`src/rtl/cv32e40p_mult_nmr_voter_pkg.sv`:
```
// Shared types for the N-modular-redundancy multiplier voter.
// Contents:
//   lane_state_e     - health of one multiplier replica
//   nmr_mode_e       - redundancy level derived from the number of active lanes
//   mode_from_count  - maps an active-lane count onto nmr_mode_e
package cv32e40p_mult_nmr_voter_pkg;

  typedef enum logic [1:0] {
    LANE_HEALTHY = 2'd0,
    LANE_SUSPECT = 2'd1,
    LANE_FAILED  = 2'd2
  } lane_state_e;

  typedef enum logic [1:0] {
    NMR_FULL    = 2'd0,
    NMR_DMR     = 2'd1,
    NMR_SIMPLEX = 2'd2,
    NMR_NONE    = 2'd3
  } nmr_mode_e;

  // Three or more lanes still give a true majority vote; two can only detect,
  // one can only pass through, zero means nothing is trustworthy.
  function automatic nmr_mode_e mode_from_count(input int unsigned count);
    nmr_mode_e mode;
    if (count >= 3)      mode = NMR_FULL;
    else if (count == 2) mode = NMR_DMR;
    else if (count == 1) mode = NMR_SIMPLEX;
    else                 mode = NMR_NONE;
    return mode;
  endfunction

endpackage

```
`src/rtl/cv32e40p_nmr_lane_health.sv`:
```
// Health tracker for one multiplier replica.
// Ports:
//   clk, rst  - clock and synchronous active-high reset
//   cmp_en    - a compare with a valid majority winner happens this cycle
//   agree     - this lane's bundle matches the winner's bundle
//   reenable  - pulse that returns a FAILED lane to HEALTHY
//   active    - lane is not FAILED and takes part in voting
module cv32e40p_nmr_lane_health
  import cv32e40p_mult_nmr_voter_pkg::*;
#(
  parameter int unsigned ERR_THRESH = 4,
  parameter int unsigned CLEAR_CNT  = 16,
  parameter int unsigned CNT_W      = 8
) (
  input  logic clk,
  input  logic rst,
  input  logic cmp_en,
  input  logic agree,
  input  logic reenable,
  output logic active
);

  // One extra bit so the incremented counters can be compared against the
  // thresholds without wrapping.
  localparam int unsigned CW1 = CNT_W + 1;
  localparam logic [CW1-1:0] THRESH_W = CW1'(ERR_THRESH);
  localparam logic [CW1-1:0] CLEAR_W  = CW1'(CLEAR_CNT);

  lane_state_e state_q, state_d;
  logic [CNT_W-1:0] mis_q, mis_d;
  logic [CNT_W-1:0] ok_q, ok_d;
  logic [CW1-1:0] mis_inc;
  logic [CW1-1:0] ok_inc;

  // State and counter registers; a reset puts the lane back in service.
  always_ff @(posedge clk) begin
    if (rst) begin
      state_q <= LANE_HEALTHY;
      mis_q   <= '0;
      ok_q    <= '0;
    end else begin
      state_q <= state_d;
      mis_q   <= mis_d;
      ok_q    <= ok_d;
    end
  end

  // Next-state logic. A FAILED lane is never compared, so only the re-enable
  // pulse can move it; the other states only move on a qualified compare.
  always_comb begin
    state_d = state_q;
    mis_d   = mis_q;
    ok_d    = ok_q;
    mis_inc = {1'b0, mis_q} + CW1'(1);
    ok_inc  = {1'b0, ok_q} + CW1'(1);

    unique case (state_q)
      LANE_HEALTHY: begin
        if (cmp_en && !agree) begin
          mis_d   = CNT_W'(1);
          ok_d    = '0;
          state_d = (THRESH_W <= CW1'(1)) ? LANE_FAILED : LANE_SUSPECT;
        end
      end
      LANE_SUSPECT: begin
        if (cmp_en) begin
          if (!agree) begin
            mis_d = mis_inc[CNT_W] ? '1 : mis_inc[CNT_W-1:0];
            ok_d  = '0;
            if (mis_inc >= THRESH_W) state_d = LANE_FAILED;
          end else if (ok_inc == CLEAR_W) begin
            state_d = LANE_HEALTHY;
            mis_d   = '0;
            ok_d    = '0;
          end else begin
            ok_d = ok_inc[CNT_W] ? '1 : ok_inc[CNT_W-1:0];
          end
        end
      end
      LANE_FAILED: begin
        if (reenable) begin
          state_d = LANE_HEALTHY;
          mis_d   = '0;
          ok_d    = '0;
        end
      end
      default: begin
        state_d = LANE_HEALTHY;
        mis_d   = '0;
        ok_d    = '0;
      end
    endcase
  end

  assign active = (state_q != LANE_FAILED);

endmodule

```
`src/rtl/cv32e40p_mult_nmr_voter.sv`:
```
// N-modular-redundancy voter for replicated cv32e40p_mult instances.
// Ports:
//   clk, rst              - clock and synchronous active-high reset
//   cmp_valid_i           - compare strobe; lane health only moves on it
//   lane_result_i         - packed replica results, lane i at [i*WIDTH +: WIDTH]
//   lane_multicycle_i, lane_mulh_active_i, lane_ready_i - replica status flags
//   lane_reenable_i       - per-lane pulse returning a FAILED lane to service
//   result_o, multicycle_o, mulh_active_o, ready_o - voted bundle (combinational)
//   lane_active_o         - lanes not FAILED
//   mode_o                - redundancy level (nmr_mode_e encoding)
//   err_corrected_o       - registered pulse: majority found, an active lane disagreed
//   err_uncorrectable_o   - registered pulse: no majority among active lanes
//   total_err_cnt_o       - saturating count of error pulses
module cv32e40p_mult_nmr_voter
  import cv32e40p_mult_nmr_voter_pkg::*;
#(
  parameter int unsigned NUM_LANES  = 3,
  parameter int unsigned WIDTH      = 32,
  parameter int unsigned ERR_THRESH = 4,
  parameter int unsigned CLEAR_CNT  = 16,
  parameter int unsigned CNT_W      = 8
) (
  input  logic                       clk,
  input  logic                       rst,
  input  logic                       cmp_valid_i,
  input  logic [NUM_LANES*WIDTH-1:0] lane_result_i,
  input  logic [NUM_LANES-1:0]       lane_multicycle_i,
  input  logic [NUM_LANES-1:0]       lane_mulh_active_i,
  input  logic [NUM_LANES-1:0]       lane_ready_i,
  input  logic [NUM_LANES-1:0]       lane_reenable_i,
  output logic [WIDTH-1:0]           result_o,
  output logic                       multicycle_o,
  output logic                       mulh_active_o,
  output logic                       ready_o,
  output logic [NUM_LANES-1:0]       lane_active_o,
  output logic [1:0]                 mode_o,
  output logic                       err_corrected_o,
  output logic                       err_uncorrectable_o,
  output logic [CNT_W-1:0]           total_err_cnt_o
);

  localparam int unsigned BW   = WIDTH + 3;
  localparam int unsigned ACW  = $clog2(NUM_LANES + 1);
  localparam int unsigned IDXW = $clog2(NUM_LANES);

  logic [BW-1:0]        bundle [NUM_LANES];
  logic [ACW-1:0]       agree_cnt [NUM_LANES];
  logic [ACW-1:0]       active_count;
  logic [NUM_LANES-1:0] active;
  logic [NUM_LANES-1:0] lane_agree;
  logic                 win_found;
  logic                 fallback_found;
  logic [IDXW-1:0]      win_idx;
  logic [IDXW-1:0]      sel_idx;
  logic                 check_en;
  logic                 lane_cmp_en;
  logic                 corr_d, unc_d;
  logic                 corr_q, unc_q;
  logic [CNT_W-1:0]     total_q;

  // Flags ride along with the result so that two lanes only count as agreeing
  // when every field of the bundle matches.
  always_comb begin
    for (int i = 0; i < NUM_LANES; i++) begin
      bundle[i] = {lane_result_i[i*WIDTH +: WIDTH], lane_multicycle_i[i],
                   lane_mulh_active_i[i], lane_ready_i[i]};
    end
  end

  // Vote: count active lanes, count matching peers for each lane, pick the
  // lowest-index strict majority. Without one, fall back to the lowest active
  // lane, and to lane 0 when nothing is active.
  always_comb begin
    active_count   = '0;
    win_found      = 1'b0;
    win_idx        = '0;
    fallback_found = 1'b0;
    sel_idx        = '0;
    for (int i = 0; i < NUM_LANES; i++) begin
      active_count = active_count + ACW'(active[i]);
    end
    for (int i = 0; i < NUM_LANES; i++) begin
      agree_cnt[i] = '0;
      for (int j = 0; j < NUM_LANES; j++) begin
        if (active[j] && (bundle[j] == bundle[i])) agree_cnt[i] = agree_cnt[i] + ACW'(1);
      end
    end
    for (int i = 0; i < NUM_LANES; i++) begin
      if (!win_found && active[i] && ({agree_cnt[i], 1'b0} > {1'b0, active_count})) begin
        win_found = 1'b1;
        win_idx   = IDXW'(i);
      end
    end
    if (win_found) begin
      sel_idx = win_idx;
    end else begin
      for (int i = 0; i < NUM_LANES; i++) begin
        if (!fallback_found && active[i]) begin
          fallback_found = 1'b1;
          sel_idx        = IDXW'(i);
        end
      end
    end
  end

  // Blame is only assigned when a winner exists and at least two lanes are
  // active; a split vote reports an error but leaves every lane untouched.
  always_comb begin
    for (int i = 0; i < NUM_LANES; i++) begin
      lane_agree[i] = (bundle[i] == bundle[win_idx]);
    end
    check_en    = cmp_valid_i && (active_count >= ACW'(2));
    lane_cmp_en = check_en && win_found;
    corr_d      = lane_cmp_en && (|(active & ~lane_agree));
    unc_d       = check_en && !win_found;
  end

  for (genvar g = 0; g < NUM_LANES; g++) begin : g_lane
    cv32e40p_nmr_lane_health #(
      .ERR_THRESH (ERR_THRESH),
      .CLEAR_CNT  (CLEAR_CNT),
      .CNT_W      (CNT_W)
    ) u_health (
      .clk      (clk),
      .rst      (rst),
      .cmp_en   (lane_cmp_en),
      .agree    (lane_agree[g]),
      .reenable (lane_reenable_i[g]),
      .active   (active[g])
    );
  end

  // Error pulses appear the cycle after the strobe; the running total
  // saturates instead of wrapping.
  always_ff @(posedge clk) begin
    if (rst) begin
      corr_q  <= 1'b0;
      unc_q   <= 1'b0;
      total_q <= '0;
    end else begin
      corr_q <= corr_d;
      unc_q  <= unc_d;
      if ((corr_d || unc_d) && (total_q != '1)) total_q <= total_q + CNT_W'(1);
    end
  end

  assign result_o            = bundle[sel_idx][BW-1:3];
  assign multicycle_o        = bundle[sel_idx][2];
  assign mulh_active_o       = bundle[sel_idx][1];
  assign ready_o             = bundle[sel_idx][0];
  assign lane_active_o       = active;
  assign mode_o              = mode_from_count(32'(active_count));
  assign err_corrected_o     = corr_q;
  assign err_uncorrectable_o = unc_q;
  assign total_err_cnt_o     = total_q;

endmodule

```
`config.mk`:
```
export PLATFORM = sky130hd
export DESIGN_NAME = cv32e40p_mult_nmr_voter
export DESIGN_NICKNAME = d
export VERILOG_FILES = /design/src/rtl/cv32e40p_mult_nmr_voter_pkg.sv /design/src/rtl/cv32e40p_nmr_lane_health.sv /design/src/rtl/cv32e40p_mult_nmr_voter.sv
export SDC_FILE = /design/constraint.sdc
export NUM_CORES = 1
export LEC_CHECK = 0
export ABC_AREA = 1
export BUFFER_PORTS_ARGS = -buffer_cell sky130_fd_sc_hd__buf_2
export CORE_MARGIN = 5
export CORE_UTILIZATION = 25
export DETAILED_ROUTE_END_ITERATION = 12
export GPL_TIMING_DRIVEN = 0
export SYNTH_ARGS = -nofsm -noshare
export SYNTH_HDL_FRONTEND = slang
export SYNTH_HIERARCHICAL = 1
export SYNTH_SLANG_ARGS = --single-unit
```
`constraint.sdc`:
```
create_clock -name clk -period 4.85 [get_ports clk]
set_clock_uncertainty 0.15 [all_clocks]
set_input_delay 0.485 -clock clk [delete_from_list [all_inputs] [get_ports clk]]
set_output_delay 0.485 -clock clk [all_outputs]
set_load 0.05 [all_outputs]
```
After elaboration in Yosys (flattened, before gate mapping). Index checks and enable logic that the tools add are counted. Widths: inputs -> output; s select.

$add $sub $neg: 15. $lt $le $gt $ge: 10. Equality and inequality tests: 39. Multiplexer cells: 90. Bitwise logic cells: 4. Reduce and logical (&&, ||, !) cells: 43.

Operators by type and width (number): $eq 35x35->1 (9); $mux 8 (33); $pmux 8 s3 (6); $bmux 35 s2 (2); $mux 35 (4); $mux 2 (29); $add 8x1->9 const B (6); $eq 9x5->1 const B (3); $ge 9x3->1 const B (3); $logic_and 1x1->1 (21); $pmux 2 s3 (3); $ne 2x2->1 const B (8); $reduce_and 5->1 (3); $mux 1 (13); $add 2x1->2 const B (6); $reduce_and 4->1 (3); $gt 3x2->1 (3); $ne 3x1->1 const B (3); $ne 3x3->1 const B (3); $reduce_and 3->1 (3); $add 8x1->8 const B (1); $eq 2x1->1 const B (4); $eq 2x2->1 const B (4); $logic_not 1->1 (8); other kinds (12) (20).

Flip-flop bits (word level): 64. Input port bits: 111. Word-level logic and storage cells: 213.

Longest topological paths before layout. Gate-level depths: netlist (run 1).

Word-level depth: 30. Depth in mapped cells: 43. Depth with buffers taken out: 41.

By module. The synthesis (run 1) kept the hierarchy.

Modules (own cells, without submodules): cv32e40p_mult_nmr_voter (times used 1, cells each 1236, area each 6452.4 um^2, sequential area each 200.2 um^2); cv32e40p_nmr_lane_health (times used 3, cells each 205, area each 1239.9 um^2, sequential area each 360.3 um^2).

Least setup slack after synthesis (run 1). No wires, ideal clock.

Path type: register -> output. From: register g_lane[0].u_health.state_q[0]. To: output port result_o[31]. Arrival time: 4671 ps. Slack: -456 ps. Stages on the path, launching flop included: 20. Buffers on the path: 5. Cell sequence: dfxtp_1 -> inv_1 -> nand2_1 -> fa_1 -> inv_1 -> ha_1 -> nand2_1 -> nand2_1 -> nand2_1 -> nand2_1 -> inv_1 -> nand3_4 -> buf_6 -> buf_6 -> buf_2 -> nand2_1 -> inv_1 -> clkbuf_1 -> clkbuf_1 -> o31ai_1.

Longest elaborated chain between the ends: 22. Elaborated cells between the ends (all ways): 50. Those cells by class: add/sub: 8; order compare: 3; eq/ne: 1; mux: 24; bitwise: 1; reduce/logical: 13.

Ends and longest elaborated chain: start, declared (RTL line cv32e40p_nmr_lane_health.sv:29) `lane_state_e state_q, state_d;`; start signal, assigned (RTL line cv32e40p_nmr_lane_health.sv:42) `state_q <= state_d;`; $ne 2x2->1 * (RTL line cv32e40p_nmr_lane_health.sv:95) `assign active = (state_q != LANE_FAILED);`; named net lane_active_o[0] (RTL line cv32e40p_mult_nmr_voter.sv:35) `output logic [NUM_LANES-1:0] lane_active_o,`; $mux 1 (RTL line cv32e40p_mult_nmr_voter.sv:85, cv32e40p_mult_nmr_voter.sv:98); $add 2x1->2 (RTL line cv32e40p_mult_nmr_voter.sv:85) `if (active[j] && (bundle[j] == bundle[i])) agree_cnt[i] = agree_cnt[i] + ACW'(1);`; $mux 2 (RTL line cv32e40p_mult_nmr_voter.sv:85); $add 2x1->2 (RTL line cv32e40p_mult_nmr_voter.sv:85); $mux 2 (RTL line cv32e40p_mult_nmr_voter.sv:85); $gt 3x2->1 (RTL line cv32e40p_mult_nmr_voter.sv:89) `if (!win_found && active[i] && ({agree_cnt[i], 1'b0} > {1'b0, active_count})) begin`; [5 not listed]; $mux 1 (RTL line cv32e40p_mult_nmr_voter.sv:89); $logic_not 1->1 (RTL line cv32e40p_mult_nmr_voter.sv:89); $logic_and 1x1->1 (2 in a row) (RTL line cv32e40p_mult_nmr_voter.sv:89); $mux 2 or $mux 1 (tied branches) (RTL line cv32e40p_mult_nmr_voter.sv:89); $mux 2 * (RTL line cv32e40p_mult_nmr_voter.sv:94) `if (win_found) begin`; $not 2->3 (not written as such) * (RTL line cv32e40p_mult_nmr_voter.sv:147) `assign result_o = bundle[sel_idx][BW-1:3];`; $bmux 35 s2 * (RTL line cv32e40p_mult_nmr_voter.sv:147); $mux 35 * (2 in a row); end, declared (RTL line cv32e40p_mult_nmr_voter.sv:31) `output logic [WIDTH-1:0] result_o,`.

The timed path passes the listed nets; every way through them passes the cells marked *. The select of a mux whose other input is x is not followed.

Worst setup path in the final report (run 1).
From: input port lane_result_i[30]. To: register g_lane[2].u_health.state_q[1].

Longest elaborated chain between the ends: 25. Elaborated cells between the ends (all ways): 52. Those cells by class: add/sub: 5; order compare: 3; eq/ne: 9; mux: 19; bitwise: 1; reduce/logical: 15.

Ends and longest elaborated chain: start, declared (RTL line cv32e40p_mult_nmr_voter.sv:26) `input logic [NUM_LANES*WIDTH-1:0] lane_result_i,`; branches (longest 17 deep; another with $gt 3x2->1); $bmux 35 s2 * (RTL line cv32e40p_mult_nmr_voter.sv:110) `lane_agree[i] = (bundle[i] == bundle[win_idx]);`; $mux 35 (not written as such) * (2 in a row) (RTL line cv32e40p_mult_nmr_voter.sv:110); $eq 35x35->1 * (RTL line cv32e40p_mult_nmr_voter.sv:110); named net lane_agree[2] (RTL line cv32e40p_mult_nmr_voter.sv:50) `logic [NUM_LANES-1:0] lane_agree;`; $logic_not 1->1 (RTL line cv32e40p_nmr_lane_health.sv:59) `if (cmp_en && !agree) begin`; $logic_and 1x1->1 (RTL line cv32e40p_nmr_lane_health.sv:59); $ne 2x1->1 (no line); $reduce_and 5->1 (no line); end signal, assigned (RTL line cv32e40p_nmr_lane_health.sv:42); end, declared (RTL line cv32e40p_nmr_lane_health.sv:29).

Mark *: on every way through the listed nets, which the timed path passes. The select of a mux whose other input is x is not followed. A chain may end at the register's enable or synchronous reset.

==> results.json, run 1 <==
{
  "crit_arrival_ns": 5.45,
  "synth_edf_count": 0,
  "track_usage_pct": 22.2,
  "max_freq_mhz": 188,
  "synth-adder-area-share_pct": 2.90,
  "required_ns": 4.97,
  "peakVddDrop_mv": 0.237,
  "power_density_mw_per_mm2": 467,
  "critPathKind": "primary input to flop",
  "cpMostUsedCell": "nand2_1",
  "wirelength_mm": 54.0,
  "p_leak_nw": 7.17,
  "drt_iter0_drc": 1493,
  "synth.largest_area_cell": "nand2_1",
  "syn_inst": 1851,
  "crit_path_end_kind": "flop",
  "detailed_place_hpwl_mm": 39.3,
  "period_share_pct": 110,
  "rsz0062_at_grt": "yes",
  "start_util_pct": 25.4,
  "setup_viol_count_final": 98,
  "ys_seq_area_share_pct": 12.6,
  "antenna_found_initial": 7,
  "die_w_um": 212,
  "avgRoutedWirePerCell_um": 20.5,
  "crit_path_start_kind": "primary input",
  "yosys.area_share.simple_pct": 51.4,
  "first_pass_iters": 6,
  "tightest_slew_ns": 0.613,
  "pre_cts_ws_ns": -2.31,
  "drv_slew": 0,
  "mostFrequentLayoutCells": "nand2_1 (544), nand3_1 (177), inv_1 (173), nor2_1 (140), buf_2 (108)",
  "die-area_sq_mm": 0.0448,
  "synthMuxAreaShare_pct": 0.0984,
  "violations": "negative setup slack",
  "hold_buffers": 0,
  "via_per_inst": 5.28,
  "synth_compound_area_share_pct": 13.3,
  "die_h_um": 212,
  "status": "finished, violations left",
  "grt_max_degree": 11,
  "gp_routability_congestion": 1.08,
  "io_buffers": 145,
  "synth_area_leaders": "nand2_1 (22%), dfxtp_1 (13%), nand3_1 (11%)",
  "cts.clk_slew.worst_paths_ns": 0.05,
  "grt_first_pass_wirelength_mm": 77.0,
  "hold_violations": 0,
  "clk_path_buf_depth": 2,
  "syn-cell-area_sq_mm": 0.0102,
  "yosys_warnings": 6,
  "grt.overflow.total": 0,
  "ys.flop_type": "dfxtp_1",
  "layout_commonest_cell": "nand2_1",
  "power_w": 0.00729,
  "cts_root_buf": "clkbuf_16",
  "dr_total_vias": 13921,
  "setup_ws_ns": -0.480,
  "synth_top_family_by_area": "simple AND/OR/NAND/NOR gates",
  "rows": 73,
  "synth.distinct_cells": 49,
  "min_path_type": "primary input to flop",
  "syn_nets": 1985,
  "antenna_left": 0,
  "synth_xor_area_share_pct": 7.31,
  "cts_tree": "done",
  "ys_ff_latch": 64,
  "worstSkewPairLatency_ns": 0.33,
  "htreeDepth": 3,
  "slew_headroom_pct": 59.0,
  "finalNetCount": 2242,
  "cts_buffers": 9,
  "worst-path-max-fanout": 5,
  "area_growth_pct": 53.4,
  "async_flop_share_pct": 0,
  "min_period_ns": 5.33,
  "cp_slowest_stage_delay_ns": 0.40,
  "core-area_sq_mm": 0.0400,
  "cts.sinks": 64,
  "avgSynthCellArea_sq_um": 5.50,
  "drive_gt1_share_pct": 35.7,
  "drv_cap": 0,
  "pin_count": 161,
  "cp_slowest_cell": "nor4_4",
  "drc": 0,
  "grt_pass1_vias": 12744,
  "yosysTopAreaCellShare_pct": 21.9
}
-- critical path: cells and delay by family --
kind / cells / cell delay, ns
AOI/OAI and AO/OA: 3 / 0.43
xor gates and xnor gates: 2 / 0.34
adders and majority gates: 2 / 0.51
buffers and inverters: 8 / 0.97
and+or+nand+nor: 20 / 2.67
-- area by class of cell --
cell class / instances / area (sq um)
inverters: 237 / 967
clock buffers: 14 / 274
repair buffers: 242 / 2070
plain buffers: 58 / 754
flip-flops and latches: 64 / 1280
well taps: 525 / 657
fillers: 4178 / 24400
diodes: 2 / 5.00
multi-input cells: 1496 / 9600
-- Yosys cell counts, types with 6 or more instances --
cell	number
a21oi_1	35
a31oi_1	6
buf_2	25
buf_6	8
clkbuf_1	16
dfxtp_1	64
ha_1	22
inv_1	202
inv_2	27
nand2_1	593
nand2_2	37
nand2_4	8
nand3_1	214
nand3_2	34
nand3b_1	7
nand4_1	34
nor2_1	195
nor2_2	8
nor3_1	23
o211ai_1	18
o21ai_0	95
o21ai_1	13
o221ai_1	34
xnor2_1	49
xor2_1	34
-- timing repair --
item,4_1_cts,5_1_grt
pin swaps,76,83
gates resized for setup,517,196
setup buffers,55,28
hold endpoints to repair,0,0
cloned,10,9
endpoints found under the setup margin,98,98
-- flip-flops by register name, indices dropped and copies added, names as in the netlist --
| signal | cells |
|---|---|
| total_err_cnt_o | 8 |
| g_lane.u_health/ok_q | 24 |
| g_lane.u_health/mis_q | 24 |
| err_uncorrectable_o | 1 |
| g_lane.u_health/state_q | 6 |
| err_corrected_o | 1 |
-- metal layers --
layer,up-vias,track usage [%],part of all wire [%]
met1,6483,30.2,41
li1,6581,-,-
met3,165,5.59,11
met2,682,34.5,43
met4,10,7.35,4.4
met5,-,0,0.10
-- power by group --
part / internal [W] / leakage [nW] / switching, W
Combinational: 0.00218 / 6.51 / 0.00360
Sequential: 0.000693 / 0.524 / 0.000206
Clock: 0.000382 / 0.135 / 0.000227
Total: 0.00326 / 7.17 / 0.00403
-- kinds of logic after synthesis --
family          after synthesis
simple gates               1164
buf+inv                     295
compound gates              220
xor+xnor                     84
flops                        64
fa+ha+maj                    23
mux                           1
-- worst paths after layout --
check | slack, ns | endpoint | start | depth (start not counted)
hold reg to reg | 0.35 | g_lane[2].u_health/mis_q[7]$_SDFFE_PP0P_ | g_lane[2].u_health/mis_q[7]$_SDFFE_PP0P_ | 2
hold / removal | 0.34 | g_lane[1].u_health/ok_q[7]$_SDFFE_PP0P_ | rst | 2
setup reg to reg | -0.22 | g_lane[2].u_health/state_q[1]$_SDFFE_PP0P_ | g_lane[0].u_health/state_q[0]$_SDFFE_PP0P_ | 33
setup / recovery | -0.48 | g_lane[2].u_health/state_q[1]$_SDFFE_PP0P_ | lane_result_i[30] | 35
-- per-stage QoR --
step / area [sq um] / std cells / hold WS, ns / utilization (%) / TNS, ns
after floorplan: 10200 / 1851 / 0.311 / - / -3.53
after global placement: 11600 / 2521 / 0.333 / 29.0 / -186.01
after detailed placement: 11600 / 2521 / 0.340 / 29.0 / -185.29
after CTS: 14400 / 2600 / 0.317 / 35.9 / -22.62
after global routing: 15600 / 2638 / 0.327 / 39.0 / -48.75
final: 15600 / 2638 / 0.339 / 39.0 / -33.63
Note: power is estimated with default switching activity, not from simulation.
==> inputs of run 2 (changes only) <==
--- a/config.mk
+++ b/config.mk
@@ -11,6 +11,7 @@
 export CORE_UTILIZATION = 25
 export DETAILED_ROUTE_END_ITERATION = 12
 export GPL_TIMING_DRIVEN = 0
+export PLACE_DENSITY = 0.54
 export SYNTH_ARGS = -nofsm -noshare
 export SYNTH_HDL_FRONTEND = slang
 export SYNTH_HIERARCHICAL = 1
==> results.json, run 2 (same netlist as run 1, synthesis figures left out) <==
{
  "seqPwrFrac_pct": 12.1,
  "io_buffers": 145,
  "via_per_inst": 5.27,
  "wl_met1_mm": 21.4,
  "placed_cell_area_sq_mm": 0.0116,
  "slew_headroom_pct": 62.2,
  "detailed_place_hpwl_mm": 39.0,
  "status": "finished, violations left",
  "drt_iter0_drc": 1515,
  "drv_cap": 0,
  "die_w_um": 212,
  "worstSkewPairLatency_ns": 0.33,
  "fillers": 4223,
  "fin_util_pct": 40.0,
  "track_usage_pct": 22.4,
  "clk_path_buf_depth": 2,
  "clock_power_share_pct": 9.0,
  "start_util_pct": 25.4,
  "crit_path_end_kind": "flop",
  "crit_arrival_ns": 5.38,
  "hold_violations": 0,
  "finalSetupTns_ns": -32.16,
  "layout_commonest_cell": "nand2_1",
  "crit_path_start_kind": "primary input",
  "max_freq_mhz": 189,
  "htreeDepth": 3,
  "required_ns": 4.93,
  "antenna_left": 0,
  "antenna_found_initial": 13,
  "drc": 0,
  "tightest_slew_ns": 0.566,
  "combPwrFrac_pct": 78.9,
  "wl_met3_mm": 6.47,
  "cts_buffers": 9,
  "wl_met2_mm": 22.7,
  "wirelength_mm": 53.6,
  "finalNetCount": 2260,
  "cts.sinks": 64,
  "min_path_type": "flop to flop",
  "cts_root_buf": "clkbuf_16",
  "rsz0062_at_grt": "yes",
  "dr.max_layer_used": "met5",
  "violations": "negative setup slack",
  "peakVddDrop_mv": 0.227,
  "drive_gt1_share_pct": 36.2,
  "drv_slew": 0,
  "cp_slowest_cell": "a2111oi_4",
  "min-delay-start": "g_lane[2].u_health/mis_q[5]$_SDFFE_PP0P_",
  "core-area_sq_mm": 0.0400,
  "fin_area_sq_mm": 0.0160,
  "first_pass_iters": 8,
  "gp_routability_congestion": 1.00,
  "grt_pass1_vias": 13012,
  "grt.overflow.total": 0,
  "die-area_sq_mm": 0.0448,
  "internal-power_w": 0.00343,
  "area_growth_pct": 57.3,
  "worst-path-max-fanout": 8,
  "grt_first_pass_wirelength_mm": 77.7,
  "netSwitchingFraction_pct": 54.0,
  "mostFrequentLayoutCells": "nand2_1 (533), inv_1 (184), nand3_1 (174), nor2_1 (142), buf_2 (112)",
  "rows": 73,
  "period_share_pct": 109,
  "setup_ws_ns": -0.453,
  "startpoint": "lane_result_i[5]",
  "avgRoutedWirePerCell_um": 20.2,
  "power.switching_w": 0.00403,
  "cp_slowest_stage_delay_ns": 0.36,
  "power_density_mw_per_mm2": 466,
  "p_leak_nw": 7.35,
  "hold_buffers": 0,
  "min_period_ns": 5.30,
  "cts_tree": "done",
  "dr_total_vias": 14020,
  "pin_count": 161,
  "critPathKind": "primary input to flop",
  "r2r_start": "g_lane[1].u_health/state_q[1]$_SDFFE_PP0P_",
  "multi_input_area_sq_mm": 0.00964,
  "grt_max_degree": 11,
  "regArea_sq_mm": 0.00128,
  "die_h_um": 212,
  "cts.clk_slew.worst_paths_ns": 0.05,
  "setup_viol_count_final": 97
}
run 2: worst max-delay path, delay by kind of cell:
family / cells / cell delay (ns)
and+or+nand+nor: 19 / 2.52
xor gates and xnor gates: 2 / 0.31
adders and majority gates: 2 / 0.50
AOI/OAI and AO/OA: 1 / 0.36
buffers and inverters: 10 / 1.18
run 2: timing repair:
action / 4_1_cts / 5_1_grt
endpoints found under the hold margin: 0 / 0
resized for setup: 530 / 192
cloned: 15 / 2
pin swaps: 71 / 92
endpoints found under the setup margin: 98 / 98
buffers inserted: 75 / 32
run 2: power by group through the flow:
stage / combinational (W) / sequential, W / clock (W)
6_report: 0.00589 / 0.000900 / 0.000672
4_1_cts: 0.00532 / 0.000880 / 0.000691
3_3_place_gp: 0.00370 / 0.000879 / 0
3_5_place_dp: 0.00373 / 0.000883 / 0
5_1_grt: 0.00622 / 0.000931 / 0.000711
2_1_floorplan: 0.00266 / 0.000866 / 0
run 2: worst paths after layout:
path / to / slack [ns] / cells after the start
setup / recovery: g_lane[2].u_health/mis_q[3]$_SDFFE_PP0P_ / -0.45 / 34
setup reg to reg: g_lane[2].u_health/mis_q[3]$_SDFFE_PP0P_ / -0.20 / 34
hold reg to reg: g_lane[2].u_health/mis_q[5]$_SDFFE_PP0P_ / 0.35 / 2
hold / removal: g_lane[2].u_health/mis_q[5]$_SDFFE_PP0P_ / 0.35 / 2
run 2: stage by stage:
stage          std cells  power [W]  hold slack (ns)  setup WS, ns
2_1_floorplan       1851    0.00352            0.311        -0.215
3_3_place_gp        2521    0.00458            0.330         -2.46
3_5_place_dp        2521    0.00462            0.342         -2.45
4_1_cts             2626    0.00689            0.335        -0.470
5_1_grt             2657    0.00786            0.344        -0.610
6_report            2659    0.00746            0.349        -0.453
run 2: per-layer routing:
layer,vias to the layer above,GRT usage [%]
met5,-,0
li1,6604,-
met1,6474,30.1
met4,20,8.55
met3,197,6.40
met2,725,34.1
run 2: cell type report:
| type | count | area share (%) |
|---|---|---|
| tap | 525 | 4.11 |
| clock inverter | 3 | 0.250 |
| timing repair buffer | 261 | 15.0 |
| antenna | 4 | 0.0626 |
| buffer | 57 | 4.63 |
| multi-input combinational | 1496 | 60.3 |
| inverter | 237 | 6.05 |
| clock buffer | 12 | 1.67 |
| sequential | 64 | 8.01 |
==> inputs of run 3 (changes only) <==
==> constraint.sdc (replaced) <==
create_clock -name clk -period 4.85 [get_ports clk]
set_clock_uncertainty 0.15 [all_clocks]
set_input_delay 0.7275 -clock clk [delete_from_list [all_inputs] [get_ports clk]]
set_output_delay 0.7275 -clock clk [all_outputs]
set_load 0.05 [all_outputs]
==> results.json, run 3 (same netlist as run 1, synthesis figures left out) <==
{
  "mostFrequentLayoutCells": "nand2_1 (544), nand3_1 (179), inv_1 (174), nor2_1 (153), buf_2 (93)",
  "wl_met2_mm": 22.6,
  "status": "finished, violations left",
  "cp_top_family": "simple AND/OR/NAND/NOR gates",
  "max_freq_mhz": 180,
  "via_per_inst": 5.24,
  "grt.overflow.total": 0,
  "fin_util_pct": 39.9,
  "cts.clk_slew.worst_paths_ns": 0.06,
  "detailed_place_hpwl_mm": 39.3,
  "wl_met1_mm": 22.1,
  "htreeDepth": 3,
  "die-area_sq_mm": 0.0448,
  "setup_viol_count_final": 98,
  "grt_max_degree": 12,
  "crit_path_end_kind": "flop",
  "first_pass_iters": 5,
  "dr.max_layer_used": "met5",
  "dpl.cell_count": 2521,
  "grt_first_pass_wirelength_mm": 76.2,
  "power_w": 0.00744,
  "die_w_um": 212,
  "placed_cell_area_sq_mm": 0.0119,
  "drive_gt1_share_pct": 35.9,
  "io_buffers": 145,
  "hold_buffers": 0,
  "finalNetCount": 2258,
  "cp_slowest_cell": "nor4_4",
  "grt_pass1_vias": 12805,
  "p_leak_nw": 7.27,
  "cts_tree": "done",
  "start_util_pct": 25.4,
  "cts_root_buf": "clkbuf_16",
  "wirelength_mm": 53.2,
  "area_growth_pct": 57.1,
  "core-area_sq_mm": 0.0400,
  "wl_met3_mm": 5.70,
  "critPathKind": "primary input to flop",
  "min_period_ns": 5.56,
  "whs_path_depth": 2,
  "layout_commonest_cell": "nand2_1",
  "rsz0062_at_grt": "yes",
  "setup_ws_ns": -0.708,
  "min_path_type": "flop to flop",
  "cts.sinks": 64,
  "antenna_found_initial": 12,
  "gp_routability_congestion": 1.02,
  "drt_iter0_drc": 1217,
  "die_h_um": 212,
  "avgRoutedWirePerCell_um": 20.0,
  "fin_cells": 2657,
  "drv_cap": 0,
  "crit_cells": 38,
  "worstSkewPairLatency_ns": 0.33,
  "r2r_cells": 38,
  "worst-path-max-fanout": 8,
  "clk_path_buf_depth": 2,
  "antenna_left": 0,
  "rows": 73,
  "critPathBufInv": 9,
  "dr_total_vias": 13934,
  "cp_slowest_stage_delay_ns": 0.42,
  "pin_count": 161,
  "drc": 0,
  "power_density_mw_per_mm2": 466,
  "fin_area_sq_mm": 0.0160,
  "track_usage_pct": 22.1,
  "slew_headroom_pct": 56.4,
  "period_share_pct": 115,
  "peakVddDrop_mv": 0.209,
  "crit_path_start_kind": "primary input",
  "cts_buffers": 9,
  "required_ns": 4.92,
  "drv_slew": 0,
  "hold_violations": 0,
  "violations": "negative setup slack",
  "tightest_slew_ns": 0.653,
  "crit_arrival_ns": 5.63
}
[run 3: changes by cell type in the layout (fill, tap and decap cells not counted), sizes merged]
cell,delta
clkbuf,-4
buf,+2
clkinvlp,+2
bufbuf,-1
clkinv,+1
diode,-1
nand2,-1
[run 3: report_power, final]
part	leakage, nW	internal (W)	switching (W)
Clock	0.138	0.000395	0.000245
Combinational	6.61	0.00231	0.00360
Sequential	0.524	0.000693	0.000205
[run 3: cell type report]
type / instances / area, sq um
clock buffer: 10 / 229
timing repair buffer: 262 / 2360
inverter: 237 / 960
sequential: 64 / 1280
tap: 525 / 657
clock inverter: 6 / 60.1
buffer: 55 / 732
fill: 4163 / 24000
antenna: 3 / 7.51
multi-input combinational: 1495 / 9690
[run 3: through the flow]
step                      setup slack, ns  setup TNS (ns)  hold WS [ns]
final                              -0.708          -61.63         0.339
after detailed placement            -2.29         -185.93         0.340
after global placement              -2.29         -182.28         0.332
after floorplan                   -0.0805           -1.90         0.311
after CTS                          -0.729          -58.06         0.343
after global routing               -0.931          -81.36         0.375
[run 3: worst paths after layout]
check / slack, ns / start / end
setup / recovery: -0.71 / lane_result_i[0] / g_lane[0].u_health/mis_q[2]$_SDFFE_PP0P_
hold / removal: 0.34 / g_lane[1].u_health/mis_q[7]$_SDFFE_PP0P_ / g_lane[1].u_health/mis_q[7]$_SDFFE_PP0P_
setup reg to reg: -0.33 / g_lane[0].u_health/state_q[0]$_SDFFE_PP0P_ / g_lane[0].u_health/mis_q[2]$_SDFFE_PP0P_
hold reg to reg: 0.34 / g_lane[1].u_health/mis_q[7]$_SDFFE_PP0P_ / g_lane[1].u_health/mis_q[7]$_SDFFE_PP0P_
[run 3: tightest hold or removal path, delay by kind of cell, from the launching register on]
family | cells | cell delay [ns]
flops | 1 | 0.32
simple gates | 2 | 0.12
[run 3: layer usage]
layer	GRT usage [%]	up-vias
met3	6.76	174
met5	0	-
met1	29.1	6492
met2	34.2	660
li1	-	6590
met4	8.24	18
[run 3: what timing repair did]
action / CTS / global route
gates resized for setup: 475 / 217
cloned: 10 / 4
setup endpoints to repair: 98 / 98
pin swaps: 93 / 82
setup buffers: 68 / 45
